===== src/rtl/cmos_tx_pkg.sv =====
// cmos_tx_pkg: shared types and constants for the CMOS frame transmitter.
// States, pattern encodings, RGB565 bar colours and default timing.
package cmos_tx_pkg;

  typedef enum logic [2:0] {
    IDLE,
    VSYNC,
    V_BACK,
    LINE,
    V_FRONT
  } state_t;

  typedef enum logic [1:0] {
    PAT_EXT   = 2'd0,
    PAT_BARS  = 2'd1,
    PAT_INCR  = 2'd2,
    PAT_BLACK = 2'd3
  } pattern_t;

  localparam logic [15:0] RGB_WHITE   = 16'hFFFF;
  localparam logic [15:0] RGB_YELLOW  = 16'hFFE0;
  localparam logic [15:0] RGB_CYAN    = 16'h07FF;
  localparam logic [15:0] RGB_GREEN   = 16'h07E0;
  localparam logic [15:0] RGB_MAGENTA = 16'hF81F;
  localparam logic [15:0] RGB_RED     = 16'hF800;
  localparam logic [15:0] RGB_BLUE    = 16'h001F;
  localparam logic [15:0] RGB_BLACK   = 16'h0000;

  localparam int DEF_H_ACTIVE      = 320;
  localparam int DEF_V_ACTIVE      = 240;
  localparam int DEF_H_BLANK       = 144;
  localparam int DEF_VSYNC_LINES   = 3;
  localparam int DEF_V_BACK_LINES  = 17;
  localparam int DEF_V_FRONT_LINES = 10;
  localparam int DEF_ADDR_WIDTH    = 17;

  function automatic logic [15:0] bar_colour(
    input logic [2:0] idx
  );
    logic [15:0] c;
    unique case (idx)
      3'd0: c = RGB_WHITE;
      3'd1: c = RGB_YELLOW;
      3'd2: c = RGB_CYAN;
      3'd3: c = RGB_GREEN;
      3'd4: c = RGB_MAGENTA;
      3'd5: c = RGB_RED;
      3'd6: c = RGB_BLUE;
      3'd7: c = RGB_BLACK;
    endcase
    return c;
  endfunction

  function automatic int max3(
    input int a,
    input int b,
    input int c
  );
    int m;
    m = a;
    if (b > m) m = b;
    if (c > m) m = c;
    return m;
  endfunction

endpackage


===== src/rtl/cmos_frame_transmitter_pattern_gen.sv =====
// cmos_test_pattern_gen: combinational RGB565 test-pattern source.
// Bars by column, incrementing by pixel index, or black.
module cmos_test_pattern_gen
  import cmos_tx_pkg::*;
#(
  parameter int H_ACTIVE   = DEF_H_ACTIVE,
  parameter int X_W        = 9,
  parameter int ADDR_WIDTH = DEF_ADDR_WIDTH
) (
  input  logic [X_W-1:0]        x,
  input  logic [ADDR_WIDTH-1:0] n,
  input  pattern_t              sel,
  output logic [15:0]           pixel
);

  localparam int BAR_W = H_ACTIVE / 8;

  logic [2:0]  bar;
  logic [15:0] incr;

  if (ADDR_WIDTH > 16) begin : g_wide
    logic unused_n_hi;
    assign unused_n_hi = ^n[ADDR_WIDTH-1:16];
    assign incr = n[15:0];
  end else if (ADDR_WIDTH == 16) begin : g_even
    assign incr = n;
  end else begin : g_narrow
    assign incr = {{(16-ADDR_WIDTH){1'b0}}, n};
  end

  // Columns past the eighth bar boundary stay on the last bar.
  always_comb begin
    bar = 3'd0;
    for (int i = 1; i < 8; i++) begin
      if (int'(x) >= i * BAR_W) bar = 3'(i);
    end
  end

  always_comb begin
    pixel = 16'h0000;
    unique case (sel)
      PAT_BARS:  pixel = bar_colour(bar);
      PAT_INCR:  pixel = incr;
      PAT_EXT:   pixel = 16'h0000;
      PAT_BLACK: pixel = 16'h0000;
    endcase
  end

endmodule


===== src/rtl/cmos_frame_transmitter.sv =====
// cmos_frame_transmitter: camera-side parallel CMOS link emulator.
// Streams RGB565 frames as VSYNC/HREF/byte from memory or test patterns.
module cmos_frame_transmitter
  import cmos_tx_pkg::*;
#(
  parameter int H_ACTIVE      = DEF_H_ACTIVE,
  parameter int V_ACTIVE      = DEF_V_ACTIVE,
  parameter int H_BLANK       = DEF_H_BLANK,
  parameter int VSYNC_LINES   = DEF_VSYNC_LINES,
  parameter int V_BACK_LINES  = DEF_V_BACK_LINES,
  parameter int V_FRONT_LINES = DEF_V_FRONT_LINES,
  parameter int ADDR_WIDTH    = DEF_ADDR_WIDTH
) (
  input  logic                  pixel_clk_cmos_i,
  input  logic                  reset_i,
  input  logic                  enable_i,
  input  logic [1:0]            pattern_sel_i,
  output logic [ADDR_WIDTH-1:0] pixel_addr_o,
  input  logic [15:0]           pixel_data_i,
  output logic                  vsync_cmos_o,
  output logic                  href_cmos_o,
  output logic [7:0]            pixel_data_cmos_o,
  output logic                  frame_done_o
);

  localparam int LINE_CLKS = 2 * H_ACTIVE + H_BLANK;
  localparam int MAX_LINES =
    max3(VSYNC_LINES, V_BACK_LINES, V_FRONT_LINES);
  localparam int CNT_W  = $clog2(MAX_LINES * LINE_CLKS);
  localparam int X_W    = $clog2(H_ACTIVE);
  localparam int ROW_W  = $clog2(V_ACTIVE + 1);

  localparam logic [CNT_W-1:0] VS_LAST =
    CNT_W'(VSYNC_LINES * LINE_CLKS - 1);
  localparam logic [CNT_W-1:0] VB_LAST =
    CNT_W'(V_BACK_LINES * LINE_CLKS - 1);
  localparam logic [CNT_W-1:0] VF_LAST =
    CNT_W'(V_FRONT_LINES * LINE_CLKS - 1);
  localparam logic [CNT_W-1:0] LINE_LAST =
    CNT_W'(LINE_CLKS - 1);
  localparam logic [CNT_W-1:0] ACT_CLKS =
    CNT_W'(2 * H_ACTIVE);
  localparam logic [ROW_W-1:0] LAST_ROW =
    ROW_W'(V_ACTIVE - 1);
  localparam logic [ADDR_WIDTH-1:0] PIX_LAST =
    ADDR_WIDTH'(H_ACTIVE * V_ACTIVE - 1);

  state_t           state;
  state_t           state_n;
  logic [CNT_W-1:0] cnt;
  logic [ROW_W-1:0] row;
  pattern_t         sel;

  logic        line_end;
  logic        frame_end;
  logic        load_sel;
  logic        active;
  logic        hi_phase;
  logic        lo_phase;
  logic [15:0] pat_pixel;
  logic [15:0] src;

  logic                  vsync_n;
  logic                  href_n;
  logic                  done_n;
  logic [7:0]            data_n;
  logic [7:0]            lo_q;
  logic [7:0]            lo_n;
  logic [ADDR_WIDTH-1:0] addr_n;

  assign line_end  = (state == LINE) && (cnt == LINE_LAST);
  assign frame_end = (state == V_FRONT) && (cnt == VF_LAST);
  assign load_sel  = (state_n == VSYNC) && (state != VSYNC);

  always_ff @(posedge pixel_clk_cmos_i or posedge reset_i) begin
    if (reset_i) state <= IDLE;
    else         state <= state_n;
  end

  always_comb begin
    state_n = state;
    unique case (state)
      IDLE:    if (enable_i) state_n = VSYNC;
      VSYNC:   if (cnt == VS_LAST) state_n = V_BACK;
      V_BACK:  if (cnt == VB_LAST) state_n = LINE;
      LINE:    if (line_end && row == LAST_ROW)
                 state_n = V_FRONT;
      V_FRONT: if (frame_end)
                 state_n = enable_i ? VSYNC : IDLE;
      default: state_n = IDLE;
    endcase
  end

  // Counters restart on every state entry; select is frozen per frame.
  always_ff @(posedge pixel_clk_cmos_i or posedge reset_i) begin
    if (reset_i) begin
      cnt <= '0;
      row <= '0;
      sel <= PAT_EXT;
    end else begin
      if (state_n != state || state == IDLE || line_end)
        cnt <= '0;
      else
        cnt <= cnt + 1'b1;
      if (state != LINE)
        row <= '0;
      else if (line_end)
        row <= row + 1'b1;
      if (load_sel)
        sel <= pattern_t'(pattern_sel_i);
    end
  end

  cmos_test_pattern_gen #(
    .H_ACTIVE   (H_ACTIVE),
    .X_W        (X_W),
    .ADDR_WIDTH (ADDR_WIDTH)
  ) u_pattern (
    .x     (cnt[X_W:1]),
    .n     (pixel_addr_o),
    .sel   (sel),
    .pixel (pat_pixel)
  );

  assign active   = (state == LINE) && (cnt < ACT_CLKS);
  assign hi_phase = active && !cnt[0];
  assign lo_phase = active && cnt[0];
  assign src      = (sel == PAT_EXT) ? pixel_data_i : pat_pixel;

  // The high-byte edge captures memory data and advances the address.
  always_comb begin
    vsync_n = (state == VSYNC);
    href_n  = active;
    done_n  = frame_end;
    data_n  = 8'h00;
    lo_n    = lo_q;
    addr_n  = pixel_addr_o;
    unique case (1'b1)
      (state == IDLE || state == VSYNC): addr_n = '0;
      hi_phase: begin
        data_n = src[15:8];
        lo_n   = src[7:0];
        addr_n = (pixel_addr_o == PIX_LAST) ?
                 PIX_LAST : pixel_addr_o + 1'b1;
      end
      lo_phase: data_n = lo_q;
      default: ;
    endcase
  end

  always_ff @(posedge pixel_clk_cmos_i or posedge reset_i) begin
    if (reset_i) begin
      vsync_cmos_o      <= 1'b0;
      href_cmos_o       <= 1'b0;
      pixel_data_cmos_o <= 8'h00;
      frame_done_o      <= 1'b0;
      pixel_addr_o      <= '0;
      lo_q              <= 8'h00;
    end else begin
      vsync_cmos_o      <= vsync_n;
      href_cmos_o       <= href_n;
      pixel_data_cmos_o <= data_n;
      frame_done_o      <= done_n;
      pixel_addr_o      <= addr_n;
      lo_q              <= lo_n;
    end
  end

endmodule

===== config.mk =====
export PLATFORM = sky130hd
export DESIGN_NAME = cmos_frame_transmitter
export DESIGN_NICKNAME = d
export VERILOG_FILES = /design/src/rtl/cmos_tx_pkg.sv /design/src/rtl/cmos_frame_transmitter_pattern_gen.sv /design/src/rtl/cmos_frame_transmitter.sv
export SDC_FILE = /design/constraint.sdc
export NUM_CORES = 1
export LEC_CHECK = 0
export BUFFER_PORTS_ARGS = -buffer_cell sky130_fd_sc_hd__buf_2
export CORE_UTILIZATION = 50
export CTS_CLUSTER_DIAMETER = 40
export CTS_CLUSTER_SIZE = 25
export DETAILED_ROUTE_END_ITERATION = 10
export PLACE_DENSITY = 0.74
export SLEW_MARGIN = 10
export SYNTH_ARGS = -nofsm -noshare
export SYNTH_HDL_FRONTEND = slang
export SYNTH_SLANG_ARGS = --single-unit

===== constraint.sdc =====
create_clock -name pixel_clk_cmos_i -period 2.4 [get_ports pixel_clk_cmos_i]
set_clock_uncertainty 0.2 [all_clocks]
set_input_delay 0.12 -clock pixel_clk_cmos_i [delete_from_list [all_inputs] [get_ports pixel_clk_cmos_i]]
set_output_delay 0.12 -clock pixel_clk_cmos_i [all_outputs]
set_load 0.03 [all_outputs]

== Word-level counts from Yosys, hierarchy flattened ==
Memories as Yosys holds them, arrays and structs flattened.
Cells that the tools add are included.

* Memories kept: 1
* Memory bits (read-only): 128
* Bits in registers: 63
* Logic and storage cells: 76
* Bits of input ports: 21

* $lt $le $gt $ge: 8
* Reductions and logical operators: 15
* Equal/unequal tests: 17
* Multiplexer cells: 22
* Add/subtract/negate cells: 3

{| class="wikitable"
|+ Memory list
! memory !! depth !! width !! read ports !! clocked after memory_dff !! write ports !! line !! text
|-
| (name not given) || 8 || 16 || 1 || 0 || 0 || cmos_tx_pkg.sv:41 || <nowiki>unique case (idx)</nowiki>
|}

{| class="wikitable"
|+ Operators by type and width
! cell !! number
|-
| case mux 16 bit (3 select lines) || 1
|-
| case mux 17 bit (2 select lines) || 1
|-
| two-way mux 3 bit || 11
|-
| >= comparator 9 x 8 -> 1 bit, second input constant || 3
|-
| >= comparator 9 x 7 -> 1 bit, second input constant || 2
|-
| adder 17 x 1 -> 17 bit, second input constant || 1
|-
| equality test 17 bit, second input constant || 1
|-
| two-way mux 17 bit || 1
|-
| two-way mux 16 bit || 1
|-
| two-way mux 8 bit || 2
|-
| case mux 8 bit (2 select lines) || 1
|-
| case mux 3 bit (5 select lines) || 1
|-
| adder 14 x 1 -> 14 bit, second input constant || 1
|-
| equality test 14 x 10 -> 1 bit, second input constant || 1
|-
| equality test 14 x 12 -> 1 bit, second input constant || 1
|-
| equality test 14 x 13 -> 1 bit, second input constant || 1
|-
| equality test 14 bit, second input constant || 1
|-
| < comparator 14 x 10 -> 1 bit, second input constant || 1
|-
| two-way mux 14 bit || 1
|-
| >= comparator 9 x 6 -> 1 bit, second input constant || 1
|-
| >= comparator 9 bit, second input constant || 1
|-
| adder 8 x 1 -> 8 bit, second input constant || 1
|-
| equality test 8 bit, second input constant || 1
|-
| logical AND 1 bit || 7
|-
| other kinds (14) || 21
|}

== Longest topological paths before layout ==
Gate-level depths: netlist of run 1.
An unclocked memory read counts as a cell.

* Depth in word-level cells: 12
* Depth in mapped cells: 7
* Gate-level depth less buffers: 6

== Modules after synthesis ==
Synthesis of run 1 repeated with hierarchy kept, for this count alone.

* Cell total of the unflattened synthesis: 392
* Area, all modules: 3572.2 µm²

{| class="wikitable"
|+ By module, submodules not included
! module !! cells each !! sequential area each (µm²) !! instances !! area each (µm²)
|-
| cmos_frame_transmitter || 351 || 1576.5 || 1 || 3293.2
|-
| cmos_test_pattern_gen || 41 || 0.0 || 1 || 279.0
|}

== Least setup slack after synthesis of run 1 ==
No wires, ideal clock.

* Path type: reg2reg
* Start point: register cnt[13]
* End point: register lo_q[1]
* Path slack: -84 ps
* Stages on the path, launching flop included: 8
* Buffers on the path: 2
* Setup time: 137 ps
* Arrival time: 2147 ps
* Cell sequence: dfrtp_1 -> or4_4 -> buf_6 -> or4_4 -> buf_6 -> or3_1 -> o21ai_0 -> a21oi_1

* Word-level cells in the longest chain between the ends: 3

{| class="wikitable"
|+ Ends and longest elaborated chain
! element !! line !! text
|-
| start: declaration || cmos_frame_transmitter.sv:50 || <nowiki>logic [CNT_W-1:0] cnt;</nowiki>
|-
| start signal: assignment || cmos_frame_transmitter.sv:104 || <nowiki>cnt <= cnt + 1'b1;</nowiki>
|-
| < comparator 14 x 10 -> 1 bit || cmos_frame_transmitter.sv:125 || <nowiki>assign active = (state == LINE) && (cnt < ACT_CLKS);</nowiki>
|-
| logical AND 1 bit || cmos_frame_transmitter.sv:125 ||
|-
| logical AND 1 bit || cmos_frame_transmitter.sv:126 || <nowiki>assign hi_phase = active && !cnt[0];</nowiki>
|-
| end signal: assignment || cmos_frame_transmitter.sv:165 || <nowiki>lo_q <= lo_n;</nowiki>
|-
| end: declaration || cmos_frame_transmitter.sv:67 || <nowiki>logic [7:0] lo_q;</nowiki>
|}

No other way between the ends.
A chain may end at the register's enable or synchronous reset.

== Worst setup path in the final report of run 1 ==
* Start point: register cnt[10]
* End point: register lo_q[4]

Same word-level chain as after synthesis.

==> results of run 1 <==
-- layout make-up --
type | count | area, sq um
Clock buffer | 9 | 124
Clock inverter | 7 | 145
Fill cell | 558 | 2210
Inverter | 13 | 48.8
Multi-Input combinational cell | 286 | 1820
Sequential cell | 63 | 1580
Tap cell | 96 | 120
Timing Repair Buffer | 107 | 748
-- synthesized netlist by cell type (3+ instances only) --
cell type,instances,share of area [%]
nor2_1,41,4.4
nand2b_1,8,1.4
buf_6,3,0.96
nand2_1,31,3.3
a21oi_1,29,4.1
o22ai_1,8,1.4
inv_1,13,1.4
nor4_1,8,1.4
nand3b_1,5,1.1
dfrtp_1,63,45
clkbuf_1,20,2.1
nand4_1,10,1.8
o211a_1,6,1.7
a31oi_1,4,0.71
and4_1,3,0.75
ha_1,3,1.1
xnor2_1,10,2.5
or2_2,3,0.53
o21ai_0,22,3.1
mux2_2,3,0.96
or3_1,8,1.4
xor2_1,10,2.5
nor3_1,7,1.0
or4_4,3,0.96
and3_1,12,2.1
and2_1,5,0.89
nand3_1,11,1.6
-- state kept, by name, indices dropped and copies added (netlist names) --
signal             cells
state                  3
vsync_cmos_o           1
sel                    2
frame_done_o           1
pixel_data_cmos_o      8
pixel_addr_o          17
row                    8
cnt                   14
lo_q                   8
href_cmos_o            1
-- routing by layer --
layer	global-route usage [%]	vias to the layer above	wire length [um]
met4	11.8	0	223
met1	33.4	1622	3880
li1	-	1574	-
met5	0	-	0
met2	45.5	120	4620
met3	4.33	22	405
-- logic make-up (layout without fill, tap and decap cells) --
group | count (synthesis) | after routing | share of synthesized area (%)
DFF | 63 | 63 | 44.9
buffers and inverters | 36 | 136 | 4.49
xor gates and xnor gates | 20 | 20 | 4.99
adders and majority gates | 3 | 3 | 1.07
muxes | 5 | 5 | 1.53
AOI/OAI and AO/OA | 88 | 88 | 15.7
and+or+nand+nor | 170 | 170 | 27.3
-- worst register-to-register path: stages (launching register included) --
cell and delay [ps]:
dfrtp_1 390, or4_4 590, or4_4 540, or3_1 390, o21ai_0 90, a21oi_1 70
-- worst max path at each step --
| stage | endpoint | slack, ps | cells after the start |
|---|---|---|---|
| after detailed placement | pixel_addr_o[2]$_DFFE_PP0P_ | 40 | 6 |
| after global routing | lo_q[4]$_DFFE_PP0P_ | -20 | 5 |
| after CTS | pixel_addr_o[2]$_DFFE_PP0P_ | 30 | 6 |
| final | lo_q[4]$_DFFE_PP0P_ | 30 | 5 |
| after global placement | pixel_addr_o[2]$_DFFE_PP0P_ | 110 | 5 |
| after floorplan | lo_q[1]$_DFFE_PP0P_ | -1 | 7 |
-- timing repair --
item                       CTS  global route
hold buffers                16             0
resized for setup            0             4
buffers inserted             0             0
setup endpoints to repair    0             9
hold endpoints to repair    44             0
-- per-stage QoR --
stage | TNS (ps) | util (%) | instance area (sq um) | hold WS [ps]
after floorplan | -3.84 | - | 3530 | 70.4
after CTS | 0 | 67.1 | 4560 | 2.07
after global placement | 0 | 60.8 | 4130 | 40.4
after global routing | -21.0 | 67.5 | 4580 | 6.98
final | 0 | 67.5 | 4580 | 11.3
after detailed placement | 0 | 60.8 | 4130 | 48.9
-- power by group --
group          internal, uW  switching, uW
clock network           798            452
logic                  35.4           31.7
registers              1060              0
total                  1890            484
==> summary.txt, run 1 <==
Outcome
  – Outcome: finished clean

Placement
  – Detailed Place HPWL: approximately 6400 um
  – Place WS: 36.1 ps
  – RePlAce Congestion: 0.923
  – Buffers on Ports: 48
  – Placed Cells: 549

STA
  – Final WS setup: 32.2 ps
  – Final Slew Violations: 0
  – Setup violations, final: 0
  – Ratio of final minimum period to clock period: 98.7%
  – Max Clk Rate: ~0.42 GHz
  – Final hold vios: 0
  – Crit path time final: 2370 ps
  – Slew @ Worst Pin: approximately 650 ps
  – RSZ-0062 raised after global routing: yes
  – Rel. slew slack: a little under three fifths

Job
  – Max-Cap Viols: 0

Synthesis
  – Syn_nets: approximately 410
  – Synth Flop Type: dfrtp_1
  – Post-synth EDFFs: 0
  – Avg Inst Size Synth: 9.12 sq um
  – Register area share after synthesis: 44.9%
  – Post-Syn Area: 3510 sq um
  – Post-Syn Instances: 385
  – Post-synth cell types: 53
  – Ys Warns: 0
  – Ys async rst share: 100%
  – Seq cells post-synth: 63

Hold path
  – Hold path depth: 3
  – Worst hold path class: input port to flop
  – Hold Path Sink: state[0]$_DFF_PP0_
  – Hold Crit Start: enable_i

Pwr
  – PD cells: between 500 and 600 nW/um^2
  – Total power: 2380 uW
  – Cell leakage power: between 0.002 and 0.0025 uW
  – VDD IR-drop max: ~0.37 mV

Worst setup path
  – CP required: 2440 ps
  – CP Cell Sequence: or4_4 -> or4_4 -> or3_1 -> o21ai_0 -> a21oi_1
  – Critical path type: flop to flop
  – R2r startpoint: cnt[10]$_DFF_PP0_
  – CP max stage delay: about 590 ps
  – CP Capture Type: flop
  – Slowest CP cell: or4_4
  – FF-to-FF path depth: 5
  – Internal reg-to-reg setup slack: between 30 and 40 ps
  – Critical R2R Capture: lo_q[4]$_DFFE_PP0P_
  – Delay-heaviest family, CP: simple AND/OR/NAND/NOR gates
  – Crit-path max FO: 12
  – Worst Path Buf+Inv: 0
  – Critical Path Source: cnt[10]$_DFF_PP0_
  – Critical path arrival: roughly 2400 ps
  – Kind of start point of the critical path: flop
  – Critical path's most frequent cell: or4_4

Final layout
  – ANT cells: 0
  – Share of layout cells above drive strength 1: a little over a quarter
  – Nets: about 500
  – Most frequent cells in the layout: dfrtp_1 (63), buf_2 (48), buf_4 (41)
  – P&R area growth vs syn: 30.5%
  – Fin cells: a little under 600
  – Commonest non-fill, non-tap cell in the layout: dfrtp_1

Floorplanning
  – Boundary Pins: 49
  – Die width: between 80 and 90 um
  – Row count: 30
  – Core area: between 6000 and 7000 sq um
  – Starting Density: approximately 52%
  – Die H: about 86 um
  – Die Area: 7360 sq um

Detailed routing
  – Routed WL: 9120 um
  – DRC viols: 0
  – Routed vias/inst: between 5 and 6
  – TritonRoute pass-1 iters: 4
  – Via Count: about 3300
  – Avg WL per Cell: ~16 um
  – Antenna viol nets, final: 0
  – Drt initial violations: between 300 and 400

Global route
  – Largest net degree at the start of global routing: 35
  – Vias in the first global route: about 3200
  – First-pass GRT wire length: 15100 um
  – GRT Total Usage: about a quarter
  – Initial antenna violation count: 0
  – Remaining global-route overflow: 0

Clock tree
  – CTS tree: yes
  – Number of CTS-inserted buffers: 9
  – CTS H-Tree Depth: 3
  – Clock-pin slew on the worst setup and hold paths: 80 ps
  – Clk root buf: clkbuf_8
  – Clock latency at the later pin of the worst-skew pair: between 300 and 400 ps
  – CTS max path bufs: 2
  – Clk sinks: 63
Power figures use the tool's default switching activity.
==> run 2: changes to the inputs <==
Settings changed: BUFFER_PORTS_ARGS -buffer_cell sky130_fd_sc_hd__buf_2 to -buffer_cell sky130_fd_sc_hd__buf_4.
==> run 2 against run 1 <==
Against the previous run: the flow now finishes with violations (setup timing); non-clock buffer count grew 3; combinational power grew 20%; die area is the same; power shrank 4.0%; sequential share of layout area shrank 0.94 points; critical path depth is the same; maximum frequency shrank 1.7%; clock-buffer cell count is the same; register-to-register slack lost 40 ps; sequential cell count is the same; sequential power is essentially flat; cell area grew 2.8%; largest power group unchanged.
==> summary.txt, run 2 (same netlist as run 1, synthesis figures left out) <==
Worst setup path
  – Critical path type: flop to flop
  – CP max stage delay: 590 ps (about the same)
  – Critical path arrival: 2500 ps (+100 ps)
  – Critical path's most frequent cell: or4_4
  – CP Capture Type: flop
  – CP Cell Sequence: or4_4 -> or4_4 -> buf_4 -> or3_1 -> nand3_1
  – Crit-path max FO: 14 (+2)
  – Kind of start point of the critical path: flop
  – Slowest CP cell: or4_4
  – CP required: 2490 ps (+50 ps)

Global route
  – Vias in the first global route: 3249 (+0.46%)
  – Initial antenna violation count: 0 (unchanged)
  – Largest net degree at the start of global routing: 39 (+11%)
  – Remaining global-route overflow: 0 (unchanged)
  – First-pass GRT wire length: 15000 um (-0.86%)
  – GRT Total Usage: 26.3% (-0.40 points)

Detailed routing
  – Antenna viol nets, final: 0 (unchanged)
  – TritonRoute pass-1 iters: 4 (unchanged)
  – DRC viols: 0 (unchanged)
  – Avg WL per Cell: 15.8 um (+0.37%)
  – Via Count: 3352 (+0.42%)
  – Routed WL: 9200 um (+0.89%)
  – Routed vias/inst: 5.74 (about the same)
  – Drt initial violations: 281 (-22%)

Pwr
  – Cell leakage power: 0.00213 uW (+0.67%)
  – PD cells: 484 nW/um^2 (-6.7%)
  – Total power: 2280 uW (-4.0%)
  – VDD IR-drop max: 0.301 mV (-18%)

STA
  – Final hold vios: 0 (unchanged)
  – Final Slew Violations: 0 (unchanged)
  – Slew @ Worst Pin: 561 ps (-85.5 ps)
  – Crit path time final: 2410 ps (+41.7 ps)
  – RSZ-0062 raised after global routing: yes
  – Ratio of final minimum period to clock period: 100% (+1.7 points)
  – Setup violations, final: 1 (+1)
  – Final WS setup: -9.45 ps (-41.7 ps)
  – Max Clk Rate: 0.415 GHz (-1.7%)
  – Fin Setup TNS: -9.45 ps (-9.45 ps)
  – Rel. slew slack: 62.5% (+5.7 points)

Final layout
  – Most frequent cells in the layout: buf_4 (90), dfrtp_1 (63), nor2_1 (40)
  – Commonest non-fill, non-tap cell in the layout: buf_4
  – P&R area growth vs syn: 34.2%
  – ANT cells: 0 (unchanged)
  – Reg with most FFs: pixel_addr_o
  – Biggest regs: pixel_addr_o (17), cnt (14)
  – Fillcell total: 550 (-1.4%)
  – Share of layout cells above drive strength 1: 27.7% (+0.24 points)
  – Design area: 4710 sq um (+2.8%)
  – Nets: 507 (+0.60%)
  – Max reg flops: 17 (unchanged)

Outcome
  – Failing checks: setup timing
  – Outcome: finished with violations

Floorplanning
  – Starting Density: 51.7% (unchanged)
  – Die H: 85.8 um (unchanged)
  – Core area: 6790 sq um (unchanged)
  – Die Area: 7360 sq um (unchanged)
  – Boundary Pins: 49 (unchanged)
  – Row count: 30 (unchanged)
  – Die width: 85.8 um (unchanged)

Placement
  – RePlAce Congestion: 0.944 (+2.3%)
  – Placed instance area: 4230 sq um (+2.4%)
  – Place WS: 7.62 ps (-28.5 ps)
  – Detailed Place HPWL: 6370 um (about the same)
  – Buffers on Ports: 48 (unchanged)

Hold path
  – Worst hold path class: input port to flop

Clock tree
  – Clock latency at the later pin of the worst-skew pair: 350 ps (about the same)
  – Clk sinks: 63 (unchanged)
  – Number of CTS-inserted buffers: 9 (unchanged)
  – CTS tree: yes
  – CTS H-Tree Depth: 3 (unchanged)
  – Clk root buf: clkbuf_8
  – Clock-pin slew on the worst setup and hold paths: 80 ps (about the same)
  – CTS max path bufs: 2 (unchanged)

Job
  – Max-Cap Viols: 0 (unchanged)
[run 2: final timing paths]
path	startpoint	to	slack, ps	depth (start not counted)
max in group asynchronous	reset_i	lo_q[0]$_DFFE_PP0P_	1200	4
hold / removal	pixel_data_i[10]	pixel_data_cmos_o[2]$_DFF_PP0_	10	4
setup reg to reg	cnt[10]$_DFF_PP0_	pixel_addr_o[12]$_DFFE_PP0P_	-9	5
min in group asynchronous	reset_i	pixel_addr_o[2]$_DFFE_PP0P_	200	3
setup / recovery	cnt[10]$_DFF_PP0_	pixel_addr_o[12]$_DFFE_PP0P_	-9	5
hold reg to reg	lo_q[7]$_DFFE_PP0P_	lo_q[7]$_DFFE_PP0P_	300	2
[run 2: metrics by stage]
step	utilization, %	instances	hold slack (ps)
final	69.4	584	9.80
after global routing	69.4	584	12.2
after CTS	68.5	580	1.22
after detailed placement	62.2	546	19.8
after global placement	62.2	546	18.3
after floorplan	-	385	70.4
[run 2: worst max-delay path, delay by kind of cell (launching register included)]
kind	cells	cell delay (ps)
flops	1	380
buf+inv	1	190
simple gates	4	1580
[run 2: area by class of cell]
type	count	area (sq um)	share of cell area [%]
multi-input cells	286	1830	38.8
flip-flops and latches	63	1580	33.5
repair buffers	110	896	19.0
clock buffers	9	124	2.63
clock inverters	7	120	2.55
well taps	96	120	2.55
inverters	13	48.8	1.04
[run 2: timing repair]
item	CTS	global route
endpoints found under the hold margin	42	0
setup endpoints to repair	0	20
gates resized for setup	0	6
hold buffers	18	0
buffers inserted	0	4
[run 2: layer usage]
metal  global-route usage, %  share of wire [%]
met1                    32.2                 42
met2                    44.7                 50
met3                    6.16                5.5
met4                    10.9                2.7
met5                       0                  0
[run 2: where the power goes]
group	switching [uW]	leakage [uW]	total [uW]	internal (uW)
combinational	34.1	0.00117	80.6	46.5
sequential	0	0.000840	1060	1060
clock	448	0.000120	1140	693
